`src/rtl/ioctl_tx.sv`:
```
// ioctl_tx: streams a source byte sequence into an ioctl download sink.
// Ports: clk_sys/reset_n; start/index/length/abort control; src_* byte
// source (valid/ready); ioctl_wait sink back-pressure; ioctl_download,
// ioctl_index, ioctl_wr, ioctl_addr, ioctl_dout sink side; busy, done.
module ioctl_tx #(
    parameter int GAP = 3,
    parameter int AW  = 25
) (
    input  logic          clk_sys,
    input  logic          reset_n,
    input  logic          start,
    input  logic [7:0]    index,
    input  logic [AW-1:0] length,
    input  logic          abort,
    input  logic [7:0]    src_data,
    input  logic          src_valid,
    output logic          src_ready,
    input  logic          ioctl_wait,
    output logic          ioctl_download,
    output logic [7:0]    ioctl_index,
    output logic          ioctl_wr,
    output logic [AW-1:0] ioctl_addr,
    output logic [7:0]    ioctl_dout,
    output logic          busy,
    output logic          done
);

    typedef enum logic [2:0] {
        S_IDLE,
        S_START,
        S_SEND,
        S_GAP,
        S_FINISH
    } state_t;

    // The GAP state covers the strobe cycle itself, so a mid-stream byte
    // needs GAP-1 more cycles to give one write per GAP+1 cycles. After the
    // last byte the full GAP cycles follow the strobe before FINISH.
    localparam logic [3:0] GAP_MID  = (GAP == 0) ? 4'd0 : 4'(GAP - 1);
    localparam logic [3:0] GAP_LAST = 4'(GAP);

    state_t        state;
    logic [AW-1:0] len;
    logic [AW-1:0] cnt;
    logic [AW-1:0] cnt_inc;
    logic [3:0]    gcnt;
    logic          send_q;
    logic          hs;
    logic          last;
    logic [1:0]    rst_sync;
    logic          rst_n_s;

    // Assert asynchronously, release two edges later.
    always_ff @(posedge clk_sys or negedge reset_n) begin
        if (!reset_n) rst_sync <= 2'b00;
        else          rst_sync <= {rst_sync[0], 1'b1};
    end

    assign rst_n_s   = rst_sync[1];
    assign src_ready = send_q & ~ioctl_wait & ~abort;
    assign hs        = src_ready & src_valid;
    assign cnt_inc   = cnt + 1'b1;
    assign last      = (cnt_inc == len);

    always_ff @(posedge clk_sys or negedge rst_n_s) begin
        if (!rst_n_s) begin
            state          <= S_IDLE;
            len            <= '0;
            cnt            <= '0;
            gcnt           <= '0;
            send_q         <= 1'b0;
            ioctl_download <= 1'b0;
            ioctl_index    <= '0;
            ioctl_wr       <= 1'b0;
            ioctl_addr     <= '0;
            ioctl_dout     <= '0;
            busy           <= 1'b0;
            done           <= 1'b0;
        end else begin
            ioctl_wr <= 1'b0;
            done     <= 1'b0;
            unique case (state)
                S_IDLE: begin
                    if (start && length != '0) begin
                        ioctl_index    <= index;
                        len            <= length;
                        cnt            <= '0;
                        ioctl_download <= 1'b1;
                        busy           <= 1'b1;
                        state          <= S_START;
                    end
                end
                S_START: begin
                    if (abort) begin
                        ioctl_download <= 1'b0;
                        done           <= 1'b1;
                        state          <= S_FINISH;
                    end else begin
                        send_q <= 1'b1;
                        state  <= S_SEND;
                    end
                end
                S_SEND: begin
                    if (abort) begin
                        send_q         <= 1'b0;
                        ioctl_download <= 1'b0;
                        done           <= 1'b1;
                        state          <= S_FINISH;
                    end else if (hs) begin
                        ioctl_wr   <= 1'b1;
                        ioctl_dout <= src_data;
                        ioctl_addr <= cnt;
                        cnt        <= cnt_inc;
                        if (last) begin
                            send_q <= 1'b0;
                            gcnt   <= GAP_LAST;
                            state  <= S_GAP;
                        end else if (GAP != 0) begin
                            send_q <= 1'b0;
                            gcnt   <= GAP_MID;
                            state  <= S_GAP;
                        end
                    end
                end
                S_GAP: begin
                    if (abort || (gcnt == 4'd0 && cnt == len)) begin
                        ioctl_download <= 1'b0;
                        done           <= 1'b1;
                        state          <= S_FINISH;
                    end else if (gcnt == 4'd0) begin
                        send_q <= 1'b1;
                        state  <= S_SEND;
                    end else begin
                        gcnt <= gcnt - 4'd1;
                    end
                end
                S_FINISH: begin
                    busy  <= 1'b0;
                    state <= S_IDLE;
                end
                default: state <= S_IDLE;
            endcase
        end
    end

endmodule

```
`config.mk`:
```
export PLATFORM = sky130hd
export DESIGN_NAME = ioctl_tx
export DESIGN_NICKNAME = d
export VERILOG_FILES = /design/src/rtl/ioctl_tx.sv
export SDC_FILE = /design/constraint.sdc
export NUM_CORES = 1
export LEC_CHECK = 0
export BUFFER_PORTS_ARGS = -buffer_cell sky130_fd_sc_hd__buf_2
export CORE_MARGIN = 2
export CORE_UTILIZATION = 29
export CTS_CLUSTER_DIAMETER = 40
export CTS_CLUSTER_SIZE = 16
export DETAILED_ROUTE_END_ITERATION = 10
export PLACE_DENSITY = 0.52
export SETUP_SLACK_MARGIN = 0.5
export SYNTH_ARGS = -nofsm -noshare
export SYNTH_HDL_FRONTEND = slang
export SYNTH_SLANG_ARGS = --single-unit
```
`constraint.sdc`:
```
create_clock -name clk_sys -period 3.5 [get_ports clk_sys]
set_input_delay 0.875 -clock clk_sys [delete_from_list [all_inputs] [get_ports clk_sys]]
set_output_delay 0.875 -clock clk_sys [all_outputs]
set_load 0.03 [all_outputs]
```
After elaboration in Yosys (flattened, before gate mapping)
Cells that the tools add are included.
{"block": "classes", "n_addsub": 2, "n_eq_ne": 17, "mux": 34, "bitwise_logic": 5, "reduce_logical": 20}
{"cell": "two-way mux 25 bit", "count": 3}
{"cell": "== test 25 bit", "count": 2}
{"cell": "one-hot mux 25 bit (2 select lines)", "count": 1}
{"cell": "adder 25 x 1 -> 25 bit (second input constant)", "count": 1}
{"cell": "nonzero test 25 bit", "count": 1}
{"cell": "two-way mux 3 bit", "count": 6}
{"cell": "two-way mux 4 bit", "count": 4}
{"cell": "inequality test 2 bit (second input constant)", "count": 8}
{"cell": "two-way mux 1 bit", "count": 14}
{"cell": "one-hot mux 3 bit (4 select lines)", "count": 1}
{"cell": "AND reduction 5 bit", "count": 2}
{"cell": "one-hot mux 4 bit (2 select lines)", "count": 1}
{"cell": "AND reduction 4 bit", "count": 2}
{"cell": "== test 3 x 2 -> 1 bit (second input constant)", "count": 2}
{"cell": "inequality test 3 bit (second input constant)", "count": 2}
{"cell": "one-hot mux 1 bit (3 select lines)", "count": 2}
{"cell": "AND reduction 3 bit", "count": 2}
{"cell": "nonzero test 2 bit", "count": 3}
{"cell": "nonzero test 3 bit", "count": 2}
{"cell": "zero test 4 bit", "count": 1}
{"cell": "one-hot mux 1 bit (2 select lines)", "count": 2}
{"cell": "AND reduction 2 bit", "count": 2}
{"cell": "subtractor 4 x 1 -> 4 bit (second input constant)", "count": 1}
{"cell": "AND 1 bit", "count": 3}
{"cell": "8 further kinds", "count": 10}
{"block": "word_totals", "reg_bits": 105, "input_bits": 47, "out_inout_bits": 46}

Logic depth before layout (Yosys ltp)
Gate-level depths: netlist (run 1).
{"block": "depth", "word_depth": 7, "depth_mapped": 9, "mapped_depth_nobuf": 9}

Worst setup path after synthesis (run 1)
Ideal clock, no wire load.
{"block": "synth_timing", "path_kind": "in2out", "start": "in abort", "end": "out src_ready", "t_arrival_ps": 1821, "t_required_ps": 2625, "setup_slack_ps": 804, "path_stages": 2, "path_buffers": 1, "path_cell_list": "clkbuf_1 > nor3b_1"}
{"block": "synth_via", "elab_chain_cells": 2}
{"element": "start, declared", "line_no": "14", "source": "input logic abort,"}
{"element": "inverter 1 bit (no line)"}
{"element": "AND 1 bit", "line_no": "60", "source": "assign src_ready = send_q & ~ioctl_wait & ~abort;"}
{"element": "end, declared", "line_no": "17", "source": "output logic src_ready,"}
No other way between the ends.

Worst setup path in the final report (run 1)
{"block": "layout_timing", "start": "reg cnt[2]", "end": "reg gcnt[0]"}
{"block": "layout_via", "elab_chain_cells": 6, "word_cells_on_any_way": 11, "cone_classes": "add/sub (1); eq/ne (3); mux (4); reduce/logical (3)"}
{"element": "start, declared", "line_no": "44", "source": "logic [AW-1:0] cnt;"}
{"element": "start signal, assigned", "line_no": "113", "source": "cnt <= cnt_inc;"}
{"element": "adder 25 x 1 -> 25 bit", "line_no": "62", "source": "assign cnt_inc = cnt + 1'b1;"}
{"element": "== test 25 bit", "line_no": "63", "source": "assign last = (cnt_inc == len);"}
{"element": "two-way mux 1 bit", "line_no": "114", "source": "if (last) begin"}
{"element": "two-way mux 4 bit", "line_no": "109", "source": "end else if (hs) begin"}
{"element": "two-way mux 4 bit", "line_no": "104", "source": "if (abort) begin"}
{"element": "one-hot mux 4 bit (2 select lines)", "line_no": "82", "source": "unique case (state)"}
{"element": "end signal, assigned", "line_no": "134", "source": "gcnt <= gcnt - 4'd1;"}
{"element": "end, declared", "line_no": "46", "source": "logic [3:0] gcnt;"}
Parallel ways exist; a longest one is shown, timed or not. The select of a mux whose other input is x is not followed.
A chain may end at the register's enable or synchronous reset.

==> qor.log, run 1 <==
[outcome] status completed
[synthesis] Yosys cell types 58
[drt] drt drc 0
[critical_path] FF-to-FF Start cnt[2]$_DFFE_PN0P_
[critical_path] Worst EP required 3.77 ns
[placement] number of I/O port buffers 92
[synthesis] Seq cells post-synth 105
[placement] final RePlAce weighted congestion 0.909
[timing] slew at the pin with the worst max-slew slack 1.24 ns
[layout] total inserted antenna cells 0
[cts] number of setup buffers added after CTS 0
[synthesis] number of instances in the synthesized netlist 556
[power] part of the total power dissipated in combinational logic 0.321
[grt] global route overflow 0
[drt] average detailed-routed wire length per instance 16.2 um
[timing] Min Clock Period, post-route 2.75 ns
[power] sw power 0.00151 W
[floorplanning] die height 140 um
[critical_path] capture point of the worst reg-to-reg path gcnt[0]$_DFFE_PN0P_
[synthesis] Yosys warnings 0
[drt] number of detailed-routing iterations run before antenna repair 4
[layout] final core utilization 0.349
[grt] GRT Resource Usage Total 0.149
[floorplanning] width of the die 140 um
[cts] Clock Pin Slew Worst Setup and Hold Paths 0.07 ns
[power] Pleak 2.93 nW
[floorplanning] Die Footprint 19,700 um2
[power] clock group share of total power 0.242
[timing] number of hold-slack violations in the final timing report 0
[synthesis] EDFF count, synth 0
[grt] initial antenna violation count 0
[layout] net count of the finished layout 680
[drt] Routed Antenna Nets 0
[power] proportion of power drawn by flip-flops and latches 0.437
[power] total power density per cell area 655 nW/um2
[cts] number of clock buffers inserted by TritonCTS 9
[cts] CTS tree yes
[cts] Clock Sink Count 105
[critical_path] critical path startpoint cnt[2]$_DFFE_PN0P_
[power] Power Internal 0.00263 W
[placement] DPL Wire Length 10,500 um
[layout] Filler cells 1,876
[cts] CTS root buf sky130_fd_sc_hd__clkbuf_16
[critical_path] crit path launch type flip-flop
[synthesis] top flip-flop cell by instance count after synthesis sky130_fd_sc_hd__dfrtp_1
[synthesis] cell types occupying the most area after synthesis sky130_fd_sc_hd__dfrtp_1, sky130_fd_sc_hd__nand2_1, sky130_fd_sc_hd__mux2_2
[floorplanning] core area 18,100 um2
[critical_path] R2R Setup Slk 0.75 ns
[timing] f_max 0.364 GHz
[synthesis] asr flop ratio synth 1.00
[drt] Detailed Route Iter0 Violations 313
[layout] area growth from synthesis to final layout 17.5%
[critical_path] Critical Path End Type flip-flop
[floorplanning] Placement Rows 49
[cts] buffer depth of the longest clock path 2
[timing] post-route setup TNS 0 ns
[critical_path] critical path data arrival time 3.02 ns
[drt] number of vias in the routed layout 4,228
[synthesis] sequential-to-total area share from yosys stat 0.488
[grt] maximum number of pins on one net before global-route repair 73
[timing] final setup violation count 0
[timing] relative slew slack 0.174
[grt] wire length of the first global-routing pass 23,200 um
[synthesis] mean instance size in the synthesized netlist 9.67 um2
[timing] Max Slew Vio Count 0
[run] number of maximum-capacitance constraint violations 0
[timing] ratio of final minimum period to clock period 0.786
[grt] vias in the first global route 4,261
[critical_path] crit path max fanout 8
[cts] number of H-tree levels 3
[layout] fraction of final layout cells with drive strength greater than 1 0.249
[power] switching fraction of total power 0.365
[power] worst-case vdd ir drop 0.418 mV
[critical_path] Worst Path Class, Setup reg2reg
[timing] unrepaired setup endpoints after global routing no
[floorplanning] effective utilization at floorplan 0.297
[synthesis] number of nets produced by synthesis 606
[synthesis] fraction of synthesized cell area taken by the top area cell type 0.488
[floorplanning] count of boundary I/O pins 93
[cts] Clk Latency, worst-skew pair 0.35 ns
[timing] clk_skew 0.0102 ns
[cts] post-CTS sizing 0
[synthesis] synthesized area 5380 um2
[cts] number of buffers added to fix hold violations after cts 0
[drt] per-cell via count in the routed design 4.89
[drt] Total Routed Length 14,000 um
[worst_hold_path] min-delay worst type in2async
[synthesis] largest area contributor in the synthesized netlist sky130_fd_sc_hd__dfrtp_1
[critical_path] number of cells on the worst reg-to-reg path 7
## cell families (layout without fill, tap and decap cells)
kind of cell | Yosys count | count (layout) | synth area share
AO/OA/AOI/OAI | 45 | 45 | 0.0565
XOR/XNOR | 62 | 62 | 0.101
adder cells (fa/ha/maj) | 3 | 3 | 0.00698
buffers and inverters | 43 | 122 | 0.0335
flip-flops | 105 | 105 | 0.488
multiplexers | 41 | 41 | 0.0842
other | 1 | 1 | 0.000697
AND/OR/NAND/NOR | 256 | 256 | 0.229
## synthesized netlist by cell type (3+ instances only)
cell type                  instances
sky130_fd_sc_hd__a211oi_1          4
sky130_fd_sc_hd__a21oi_1          11
sky130_fd_sc_hd__a31oi_1           4
sky130_fd_sc_hd__and3_1            3
sky130_fd_sc_hd__and4_1            7
sky130_fd_sc_hd__buf_1             4
sky130_fd_sc_hd__buf_2            14
sky130_fd_sc_hd__clkbuf_1         16
sky130_fd_sc_hd__dfrtp_1         105
sky130_fd_sc_hd__ha_1              3
sky130_fd_sc_hd__inv_1             7
sky130_fd_sc_hd__mux2_2           33
sky130_fd_sc_hd__mux2i_1           7
sky130_fd_sc_hd__nand2_1         121
sky130_fd_sc_hd__nand2b_1          6
sky130_fd_sc_hd__nand3_1          11
sky130_fd_sc_hd__nand4_1          15
sky130_fd_sc_hd__nor2_1           49
sky130_fd_sc_hd__nor3_1            8
sky130_fd_sc_hd__nor4_1           11
sky130_fd_sc_hd__o21ai_0           9
sky130_fd_sc_hd__or3_1             5
sky130_fd_sc_hd__xnor2_1          34
sky130_fd_sc_hd__xor2_1           28
## cells in the final DEF (no fill, tap or decap), drive strengths merged, types with 3 or more instances in the layout
master | netlist | final
a211oi | 5 | 5
inv | 8 | 8
nand2 | 122 | 122
xnor2 | 34 | 34
mux2 | 34 | 34
nor3 | 8 | 8
and4 | 7 | 7
ha | 3 | 3
nand3 | 13 | 13
clkinv | 0 | 3
or3 | 5 | 5
clkbuf | 17 | 11
o21ai | 9 | 9
dfrtp | 105 | 105
mux2i | 7 | 7
buf | 18 | 98
xor2 | 28 | 28
a31oi | 4 | 4
nor2 | 49 | 49
nand4 | 15 | 15
a21oi | 11 | 11
and3 | 3 | 3
nand2b | 6 | 6
nor4 | 13 | 13
## metal layers
metal | global-route usage | share of wire
met3 | 0.0284 | 0.056
met4 | 0.0553 | 0.018
met2 | 0.222 | 0.44
met1 | 0.216 | 0.49
met5 | 0 | 0
## worst max path at each step
stage | to | slack (ns)
6_report | gcnt[0]$_DFFE_PN0P_ | 0.75
5_1_grt | gcnt[0]$_DFFE_PN0P_ | 0.53
4_1_cts | gcnt[0]$_DFFE_PN0P_ | 0.77
3_5_place_dp | gcnt[0]$_DFFE_PN0P_ | 0.56
3_3_place_gp | gcnt[0]$_DFFE_PN0P_ | 0.60
2_1_floorplan | src_ready | 0.80
## sequential cells by signal (all words and copies together) (netlist names)
signal	flops
busy	1
gcnt	4
ioctl_addr	25
ioctl_index	8
done	1
len	25
send_q	1
ioctl_dout	8
ioctl_wr	1
cnt	25
rst_sync	2
state	3
ioctl_download	1
## power by group through the flow
stage          clock network (W)  logic [W]  registers (W)
2_1_floorplan                  0   0.000820        0.00191
3_3_place_gp                   0    0.00133        0.00182
3_5_place_dp                   0    0.00134        0.00183
4_1_cts                  0.00103    0.00135        0.00181
5_1_grt                  0.00108    0.00145        0.00186
6_report                 0.00100    0.00133        0.00181
## worst max-delay path, cell delays in order (launching register included)
cell and delay, ns:
sky130_fd_sc_hd__dfrtp_1 0.55, sky130_fd_sc_hd__nand4_1 0.29, sky130_fd_sc_hd__nor2_1 0.60, sky130_fd_sc_hd__and4_1 0.44, sky130_fd_sc_hd__xor2_1 0.11, sky130_fd_sc_hd__nor4_1 0.34, sky130_fd_sc_hd__nand4_1 0.15, sky130_fd_sc_hd__o31ai_2 0.18
## metrics by stage
step	cells	total power, W	instance area [um2]	setup WS, ns	hold slack, ns
global route	864	0.00440	6320	0.530	0.289
detailed placement	848	0.00317	6030	0.556	0.336
global placement	848	0.00315	6030	0.600	0.338
floorplan	556	0.00273	5380	0.804	0.331
finish	864	0.00414	6320	0.749	0.302
CTS	864	0.00419	6320	0.774	0.286
## layout make-up
type | count | area (um2) | share of cell area
multi-input cells | 408 | 2580 | 0.408
clock inverters | 5 | 56.3 | 0.00891
flip-flops and latches | 105 | 2630 | 0.416
inverters | 8 | 30.0 | 0.00475
well taps | 229 | 287 | 0.0453
clock buffers | 11 | 233 | 0.0368
repair buffers | 98 | 505 | 0.0800
Power figures use the tool's default switching activity.
==> inputs of run 2 (changes only) <==
--- a/config.mk
+++ b/config.mk
@@ -5,13 +5,14 @@
 export SDC_FILE = /design/constraint.sdc
 export NUM_CORES = 1
 export LEC_CHECK = 0
+export ABC_AREA = 1
 export BUFFER_PORTS_ARGS = -buffer_cell sky130_fd_sc_hd__buf_2
 export CORE_MARGIN = 2
 export CORE_UTILIZATION = 29
 export CTS_CLUSTER_DIAMETER = 40
 export CTS_CLUSTER_SIZE = 16
 export DETAILED_ROUTE_END_ITERATION = 10
-export PLACE_DENSITY = 0.52
+export PLACE_DENSITY = 0.53
 export SETUP_SLACK_MARGIN = 0.5
 export SYNTH_ARGS = -nofsm -noshare
 export SYNTH_HDL_FRONTEND = slang
==> constraint.sdc (replaced) <==
create_clock -name clk_sys -period 2.5 [get_ports clk_sys]
set_input_delay 0.625 -clock clk_sys [delete_from_list [all_inputs] [get_ports clk_sys]]
set_output_delay 0.625 -clock clk_sys [all_outputs]
set_load 0.03 [all_outputs]
==> run 2 against run 1 <==
Combinational power grew to 2.8 times the previous value. Total power grew 87%. Flip-flop and latch count is the same. Worst hold slack lost 0.27 ns. Non-clock buffer count grew 31. Largest power group is now combinational cells.
==> qor.log, run 2 <==
[outcome] status completed [unchanged]
[cts] CTS root buf sky130_fd_sc_hd__clkbuf_16 [unchanged]
[power] Power Total 0.00773 W [was 0.00414 W]
[placement] DPL Wire Length 12,900 um [was 10,500 um]
[layout] largest registers cnt (25), ioctl_addr (25), len (25) [unchanged]
[drt] number of vias in the routed layout 5,126 [was 4,228]
[floorplanning] Die Footprint 21,400 um2 [was 19,700 um2]
[cts] Clock Sink Count 105 [unchanged]
[synthesis] number of instances in the synthesized netlist 755 [was 556]
[synthesis] Post-synth top cells sky130_fd_sc_hd__nand2_1, sky130_fd_sc_hd__dfrtp_1, sky130_fd_sc_hd__nor2_1, sky130_fd_sc_hd__inv_1, sky130_fd_sc_hd__nand3_1 [was sky130_fd_sc_hd__nand2_1, sky130_fd_sc_hd__dfrtp_1, sky130_fd_sc_hd__nor2_1, sky130_fd_sc_hd__xnor2_1, sky130_fd_sc_hd__mux2_2]
[power] sw power 0.00353 W [was 0.00151 W]
[grt] initial antenna violation count 0 [unchanged]
[timing] clk_skew 0.00855 ns [was 0.0102 ns]
[timing] final setup violation count 0 [unchanged]
[timing] Min Clock Period, post-route 1.96 ns [was 2.75 ns]
[power] Pleak 3.61 nW [was 2.93 nW]
[grt] global route overflow 0 [unchanged]
[cts] buffer depth of the longest clock path 2 [unchanged]
[placement] number of I/O port buffers 92 [unchanged]
[timing] post-route setup TNS 0 ns [unchanged]
[placement] setup slack at placement 0.221 ns [was 0.556 ns]
[power] proportion of power drawn by flip-flops and latches 0.345 [was 0.437]
[layout] highest-count cells in the layout ignoring fill and taps sky130_fd_sc_hd__nand2_1, sky130_fd_sc_hd__buf_2, sky130_fd_sc_hd__dfrtp_1 [was sky130_fd_sc_hd__nand2_1, sky130_fd_sc_hd__dfrtp_1, sky130_fd_sc_hd__buf_2]
[cts] number of buffers added to fix hold violations after cts 0 [unchanged]
[grt] vias in the first global route 4,830 [was 4,261]
[drt] number of detailed-routing iterations run before antenna repair 5 [was 4]
[layout] total inserted antenna cells 0 [unchanged]
[placement] final RePlAce weighted congestion 0.912 [was 0.909]
[layout] commonest non-fill, non-tap cell in the layout sky130_fd_sc_hd__nand2_1 [unchanged]
[power] switching fraction of total power 0.456 [was 0.365]
[layout] Filler cells 2,176 [was 1,876]
[power] Power Internal 0.00420 W [was 0.00263 W]
[layout] net count of the finished layout 916 [was 680]
[critical_path] number of cells on the worst reg-to-reg path 13 [was 7]
[cts] CTS tree yes [unchanged]
[synthesis] synthesized area 5870 um2 [was 5380 um2]
[synthesis] largest area contributor in the synthesized netlist sky130_fd_sc_hd__dfrtp_1 [unchanged]
[timing] number of hold-slack violations in the final timing report 0 [unchanged]
[critical_path] FF-to-FF Start cnt[0]$_DFFE_PN0P_ [was cnt[2]$_DFFE_PN0P_]
[synthesis] mean instance size in the synthesized netlist 7.78 um2 [was 9.67 um2]
[floorplanning] count of boundary I/O pins 93 [unchanged]
[critical_path] Critical Path, Cell by Cell ha_4 -> nand2_2 -> nor2_4 -> nand2_4 -> nor2_8 -> nand3b_1 -> nand2_1 -> nand2_1 -> nor2_2 -> nand3_1 -> nor2_2 -> nor2_1 -> nor2_1 [was nand4_1 -> nor2_1 -> and4_1 -> xor2_1 -> nor4_1 -> nand4_1 -> o31ai_2]
[critical_path] cell family with most CP delay simple AND/OR/NAND/NOR gates [unchanged]
[power] part of the total power dissipated in combinational logic 0.480 [was 0.321]
[layout] area growth from synthesis to final layout 23.9% [was 17.5%]
[floorplanning] effective utilization at floorplan 0.293 [was 0.297]
[drt] Detailed Route Iter0 Violations 454 [was 313]
[floorplanning] Placement Rows 52 [was 49]
[layout] fraction of final layout cells with drive strength greater than 1 0.270 [was 0.249]
[synthesis] Yosys cell types 38 [was 58]
[critical_path] Worst Path Class, Setup reg2reg [unchanged]
[timing] f_max 0.510 GHz [was 0.364 GHz]
[worst_hold_path] min-delay worst type in2async [unchanged]
[critical_path] crit path launch type flip-flop [unchanged]
[timing] unrepaired setup endpoints after global routing yes [was no]
[cts] Clk Latency, worst-skew pair 0.37 ns [was 0.35 ns]
[grt] maximum number of pins on one net before global-route repair 59 [was 73]
[drt] Routed Antenna Nets 0 [unchanged]
[power] worst-case vdd ir drop 0.518 mV [was 0.418 mV]
[synthesis] Seq cells post-synth 105 [unchanged]
[synthesis] fraction of synthesized cell area taken by the top area cell type 0.448 [was 0.488]
[synthesis] number of nets produced by synthesis 805 [was 606]
[timing] slack of the critical path 0.540 ns [was 0.749 ns]
[drt] Total Routed Length 17,000 um [was 14,000 um]
[critical_path] combined buffer and inverter count along the critical path 0 [unchanged]
[critical_path] capture point of the worst reg-to-reg path gcnt[0]$_DFFE_PN0P_ [unchanged]
[critical_path] Worst EP required 2.80 ns [was 3.77 ns]
[critical_path] max incr delay on CP 0.44 ns [was 0.60 ns]
[synthesis] top flip-flop cell by instance count after synthesis sky130_fd_sc_hd__dfrtp_1 [unchanged]
[drt] drt drc 0 [unchanged]
[synthesis] asr flop ratio synth 1.00 [unchanged]
[synthesis] sequential-to-total area share from yosys stat 0.448 [was 0.488]
[grt] wire length of the first global-routing pass 26,900 um [was 23,200 um]
[timing] ratio of final minimum period to clock period 0.784 [was 0.786]
[grt] GRT Resource Usage Total 0.163 [was 0.149]
[critical_path] critical path data arrival time 2.26 ns [was 3.02 ns]
[floorplanning] width of the die 146 um [was 140 um]
[timing] smallest hold slack 0.0316 ns [was 0.302 ns]
[synthesis] EDFF count, synth 0 [unchanged]
[cts] number of clock buffers inserted by TritonCTS 9 [unchanged]
[cts] Clock Pin Slew Worst Setup and Hold Paths 0.07 ns [about the same]
[floorplanning] core area 20,000 um2 [was 18,100 um2]
[critical_path] Worst path slowest cell sky130_fd_sc_hd__dfrtp_2 [was sky130_fd_sc_hd__nor2_1]
[drt] per-cell via count in the routed design 4.50 [was 4.89]
[power] total power density per cell area 1060 nW/um2 [was 655 nW/um2]
[cts] number of H-tree levels 3 [unchanged]
[synthesis] count leader, synth sky130_fd_sc_hd__nand2_1 [unchanged]
[power] clock group share of total power 0.174 [was 0.242]
[run] number of maximum-capacitance constraint violations 0 [unchanged]
[synthesis] cell types occupying the most area after synthesis sky130_fd_sc_hd__dfrtp_1, sky130_fd_sc_hd__nand2_1, sky130_fd_sc_hd__nand3_1 [was sky130_fd_sc_hd__dfrtp_1, sky130_fd_sc_hd__nand2_1, sky130_fd_sc_hd__mux2_2]
[drt] average detailed-routed wire length per instance 14.9 um [was 16.2 um]
[timing] Max Slew Vio Count 0 [unchanged]
[critical_path] crit path max fanout 6 [was 8]
[floorplanning] die height 146 um [was 140 um]
[critical_path] Critical Path End Type flip-flop [unchanged]
[synthesis] Yosys warnings 0 [unchanged]
[critical_path] R2R Setup Slk 0.54 ns [was 0.75 ns]
## run 2: cell count changes after synthesis, sizes merged, moves of 9 or more
cell / change
o21ai: +38
inv: +80
nor2: +44
clkbuf: -9
nand3: +51
nand2: +83
mux2: -19
a21oi: +13
xnor2: -17
## run 2: routing by layer
layer / GRT usage / routed length [um]
met1: 0.230 / 8220
met2: 0.248 / 7540
met3: 0.0266 / 673
met4: 0.0694 / 527
met5: 0 / 0
## run 2: final cells by class
cell class	count	area (um2)	area share
timing repair buffer	129	791	0.109
multi-input combinational	533	2890	0.398
clock inverter	6	43.8	0.00602
clock buffer	9	225	0.0310
tap	270	338	0.0464
sequential	105	2650	0.364
inverter	88	333	0.0458
## run 2: worst max-delay path by stage
stage / start / endpoint / slack (ns) / depth (start not counted)
after floorplan: ioctl_wait / len[20]$_DFFE_PN0P_ / 0.46 / 11
after global placement: length[24] / len[20]$_DFFE_PN0P_ / 0.21 / 13
after detailed placement: length[20] / ioctl_index[5]$_DFFE_PN0P_ / 0.22 / 13
after CTS: gcnt[0]$_DFFE_PN0P_ / gcnt[0]$_DFFE_PN0P_ / 0.49 / 15
after global routing: cnt[0]$_DFFE_PN0P_ / gcnt[0]$_DFFE_PN0P_ / 0.42 / 13
final: cnt[0]$_DFFE_PN0P_ / gcnt[0]$_DFFE_PN0P_ / 0.54 / 13
## run 2: kinds of logic (layout without fill, tap and decap cells)
group | Yosys count | in the layout | share of synthesized area
simple gates | 392 | 392 | 0.300
buf+inv | 117 | 232 | 0.0818
xor+xnor | 45 | 45 | 0.0671
mux | 15 | 15 | 0.0288
fa+ha+maj | 3 | 3 | 0.00639
other cells | 1 | 1 | 0.000639
compound gates | 77 | 77 | 0.0680
flops | 105 | 105 | 0.448
## run 2: repair_timing
item                       CTS  global route
gates resized for setup     11            40
gates cloned                 0             1
setup endpoints to repair   12            43
pin swaps                    1            12
setup buffers                4            12
## run 2: through the flow
step	util	instances	cell area, um2
floorplan	-	755	5900
global placement	0.335	1108	6700
detailed placement	0.335	1108	6700
CTS	0.351	1127	7030
global route	0.363	1140	7270
finish	0.363	1140	7270
## run 2: power groups by stage
stage / clock (W) / combinational (W) / sequential, W
global route: 0.00145 / 0.00415 / 0.00274
global placement: 0 / 0.00350 / 0.00267
CTS: 0.00139 / 0.00351 / 0.00265
detailed placement: 0 / 0.00348 / 0.00267
floorplan: 0 / 0.00207 / 0.00307
finish: 0.00135 / 0.00371 / 0.00267
==> inputs of run 3 (changes only) <==
==> constraint.sdc (replaced) <==
create_clock -name clk_sys -period 1.7 [get_ports clk_sys]
set_input_delay 0.425 -clock clk_sys [delete_from_list [all_inputs] [get_ports clk_sys]]
set_output_delay 0.425 -clock clk_sys [all_outputs]
set_load 0.03 [all_outputs]
==> run 3 against run 2 <==
The flow now finishes with violations (setup timing). Total power rose by 130%. Sequential power rose by 54%. Worst setup slack got worse by 0.83 ns. Wire length rose by 37%. Via count rose by 25%.
==> qor.log, run 3 (synthesis results as in run 2) <==
[outcome] status complete, but fails checks [was completed]
[outcome] violated checks setup timing
[layout] final core utilization 0.541 [was 0.363]
[drt] number of detailed-routing iterations run before antenna repair 5 [unchanged]
[power] switching fraction of total power 0.421 [was 0.456]
[timing] unrepaired setup endpoints after global routing yes [unchanged]
[layout] area growth from synthesis to final layout 84.7% [was 23.9%]
[critical_path] crit path launch type flip-flop [unchanged]
[critical_path] crit path max fanout 6 [unchanged]
[layout] net count of the finished layout 1,138 [was 916]
[worst_hold_path] min-delay worst type reg2async [was in2async]
[layout] highest-count cells in the layout ignoring fill and taps sky130_fd_sc_hd__buf_4, sky130_fd_sc_hd__nand2_1, sky130_fd_sc_hd__dfrtp_1 [was sky130_fd_sc_hd__nand2_1, sky130_fd_sc_hd__buf_2, sky130_fd_sc_hd__dfrtp_1]
[power] sw power 0.00763 W [was 0.00353 W]
[grt] initial antenna violation count 0 [unchanged]
[cts] number of H-tree levels 3 [unchanged]
[drt] average detailed-routed wire length per instance 17.0 um [was 14.9 um]
[power] total power density per cell area 1670 nW/um2 [was 1060 nW/um2]
[timing] final setup violation count 99 [was 0]
[drt] per-cell via count in the routed design 4.71 [was 4.50]
[grt] maximum number of pins on one net before global-route repair 46 [was 59]
[cts] buffer depth of the longest clock path 2 [unchanged]
[floorplanning] die height 146 um [unchanged]
[layout] area taken by multi-input logic gates 3780 um2 [was 2890 um2]
[critical_path] Worst EP required 1.95 ns [was 2.80 ns]
[grt] wire length of the first global-routing pass 34,900 um [was 26,900 um]
[drt] number of vias in the routed layout 6,414 [was 5,126]
[floorplanning] Placement Rows 52 [unchanged]
[power] part of the total power dissipated in combinational logic 0.658 [was 0.480]
[drt] Routed Antenna Nets 0 [unchanged]
[grt] global route overflow 0 [unchanged]
[layout] Filler cells 1,764 [was 2,176]
[critical_path] Worst Path Class, Setup reg2reg [unchanged]
[floorplanning] Die Footprint 21,400 um2 [unchanged]
[layout] fraction of final layout cells with drive strength greater than 1 0.559 [was 0.270]
[drt] Total Routed Length 23,200 um [was 17,000 um]
[cts] Clk Latency, worst-skew pair 0.37 ns [about the same]
[floorplanning] core area 20,000 um2 [unchanged]
[drt] Detailed Route Iter0 Violations 347 [was 454]
[layout] largest registers cnt (25), ioctl_addr (25), len (25) [unchanged]
[layout] Reg area 2640 um2 [was 2650 um2]
[layout] number of standard cells in the layout, taps in and fillers out 1,363 [was 1,140]
[layout] total inserted antenna cells 0 [unchanged]
[placement] final RePlAce weighted congestion 0.943 [was 0.912]
[placement] DPL Wire Length 13,900 um [was 12,900 um]
[grt] GRT Resource Usage Total 0.212 [was 0.163]
[grt] vias in the first global route 6,330 [was 4,830]
[placement] number of I/O port buffers 92 [unchanged]
[cts] number of clock buffers inserted by TritonCTS 9 [unchanged]
[timing] number of hold-slack violations in the final timing report 0 [unchanged]
[layout] commonest non-fill, non-tap cell in the layout sky130_fd_sc_hd__buf_4 [was sky130_fd_sc_hd__nand2_1]
[timing] ratio of final minimum period to clock period 1.17 [was 0.784]
[cts] Clock Pin Slew Worst Setup and Hold Paths 0.08 ns [was 0.07 ns]
[critical_path] FF-to-FF Start cnt[8]$_DFFE_PN0P_ [was cnt[0]$_DFFE_PN0P_]
[run] number of maximum-capacitance constraint violations 0 [unchanged]
[timing] post-route setup TNS -11.97 ns [was 0 ns]
[power] Power Total 0.0181 W [was 0.00773 W]
[critical_path] critical path data arrival time 2.24 ns [was 2.26 ns]
[floorplanning] count of boundary I/O pins 93 [unchanged]
[critical_path] Critical Path End Type flip-flop [unchanged]
[placement] instance count after placement with tap cells included 1,238 [was 1,108]
[cts] Clock Sink Count 105 [unchanged]
[power] Pleak 5.35 nW [was 3.61 nW]
[drt] drt drc 0 [unchanged]
[cts] CTS tree yes [unchanged]
[power] worst-case vdd ir drop 1.10 mV [was 0.518 mV]
[timing] Min Clock Period, post-route 1.99 ns [was 1.96 ns]
[floorplanning] effective utilization at floorplan 0.293 [unchanged]
[floorplanning] width of the die 146 um [unchanged]
[timing] slack of the critical path -0.292 ns [was 0.540 ns]
[power] proportion of power drawn by flip-flops and latches 0.227 [was 0.345]
[timing] clk_skew 0.0112 ns [was 0.00855 ns]
[cts] CTS root buf sky130_fd_sc_hd__clkbuf_16 [unchanged]
[critical_path] critical path startpoint cnt[8]$_DFFE_PN0P_ [was cnt[0]$_DFFE_PN0P_]
[timing] Max Slew Vio Count 0 [unchanged]
[power] clock group share of total power 0.116 [was 0.174]
[power] Power Internal 0.0105 W [was 0.00420 W]
[timing] f_max 0.502 GHz [was 0.510 GHz]
-- run 3: cell type report --
| class | count | share of cell area |
|---|---|---|
| clock buffers | 9 | 0.0208 |
| flip-flops and latches | 105 | 0.244 |
| well taps | 270 | 0.0312 |
| inverters | 88 | 0.0314 |
| clock inverters | 7 | 0.00589 |
| repair buffers | 350 | 0.318 |
| multi-input cells | 534 | 0.349 |
-- run 3: final timing paths --
path	to	depth (start not counted)	slack [ns]
min in group clk_sys	ioctl_index[1]$_DFFE_PN0P_	3	0.28
hold reg to reg	ioctl_dout[5]$_DFFE_PN0P_	0	0.20
setup / recovery	cnt[20]$_DFFE_PN0P_	10	-0.29
setup reg to reg	cnt[20]$_DFFE_PN0P_	10	-0.29
max in group asynchronous	cnt[6]$_DFFE_PN0P_	1	0.93
hold / removal	ioctl_dout[5]$_DFFE_PN0P_	0	0.20
-- run 3: metrics by stage --
step | hold WS [ns] | setup slack (ns) | cell area [um2]
finish | 0.201 | -0.292 | 10800
global route | 0.220 | -0.361 | 10800
CTS | 0.206 | -0.135 | 10100
detailed placement | 0.198 | -0.464 | 7710
global placement | 0.196 | -0.411 | 7710
floorplan | 0.129 | -0.109 | 5950
-- run 3: routing by layer --
layer  routed length, um  global-route usage  up-vias  part of all wire
li1                    -                   -     3069                 -
met1                9660               0.266     3101              0.42
met2               11500               0.356      195              0.49
met3                1170              0.0309       49             0.051
met4                 884               0.108        0             0.038
met5                   0                   0        -                 0
-- run 3: power groups by stage --
stage	logic (W)	registers, W	clock network (W)
final	0.0119	0.00411	0.00210
after global routing	0.0126	0.00420	0.00225
after CTS	0.0106	0.00398	0.00214
after detailed placement	0.00570	0.00390	0
after global placement	0.00565	0.00389	0
after floorplan	0.00325	0.00452	0
-- run 3: repair_timing --
action	4_1_cts	5_1_grt
gates cloned	23	2
gates resized for setup	320	124
buffers inserted	56	27
setup endpoints to repair	149	149
hold buffers	1	0
endpoints found under the hold margin	2	0
pin swaps	28	46
-- run 3: critical path: stages (launching register included) --
cell	delay (ns)
sky130_fd_sc_hd__dfrtp_1	0.48
sky130_fd_sc_hd__buf_4	0.16
sky130_fd_sc_hd__nand3_2	0.14
sky130_fd_sc_hd__inv_1	0.13
sky130_fd_sc_hd__nand2_1	0.11
sky130_fd_sc_hd__nor4_4	0.33
sky130_fd_sc_hd__buf_4	0.18
sky130_fd_sc_hd__xnor2_1	0.12
sky130_fd_sc_hd__nor2_1	0.08
sky130_fd_sc_hd__nand2_1	0.08
sky130_fd_sc_hd__nand2_1	0.06
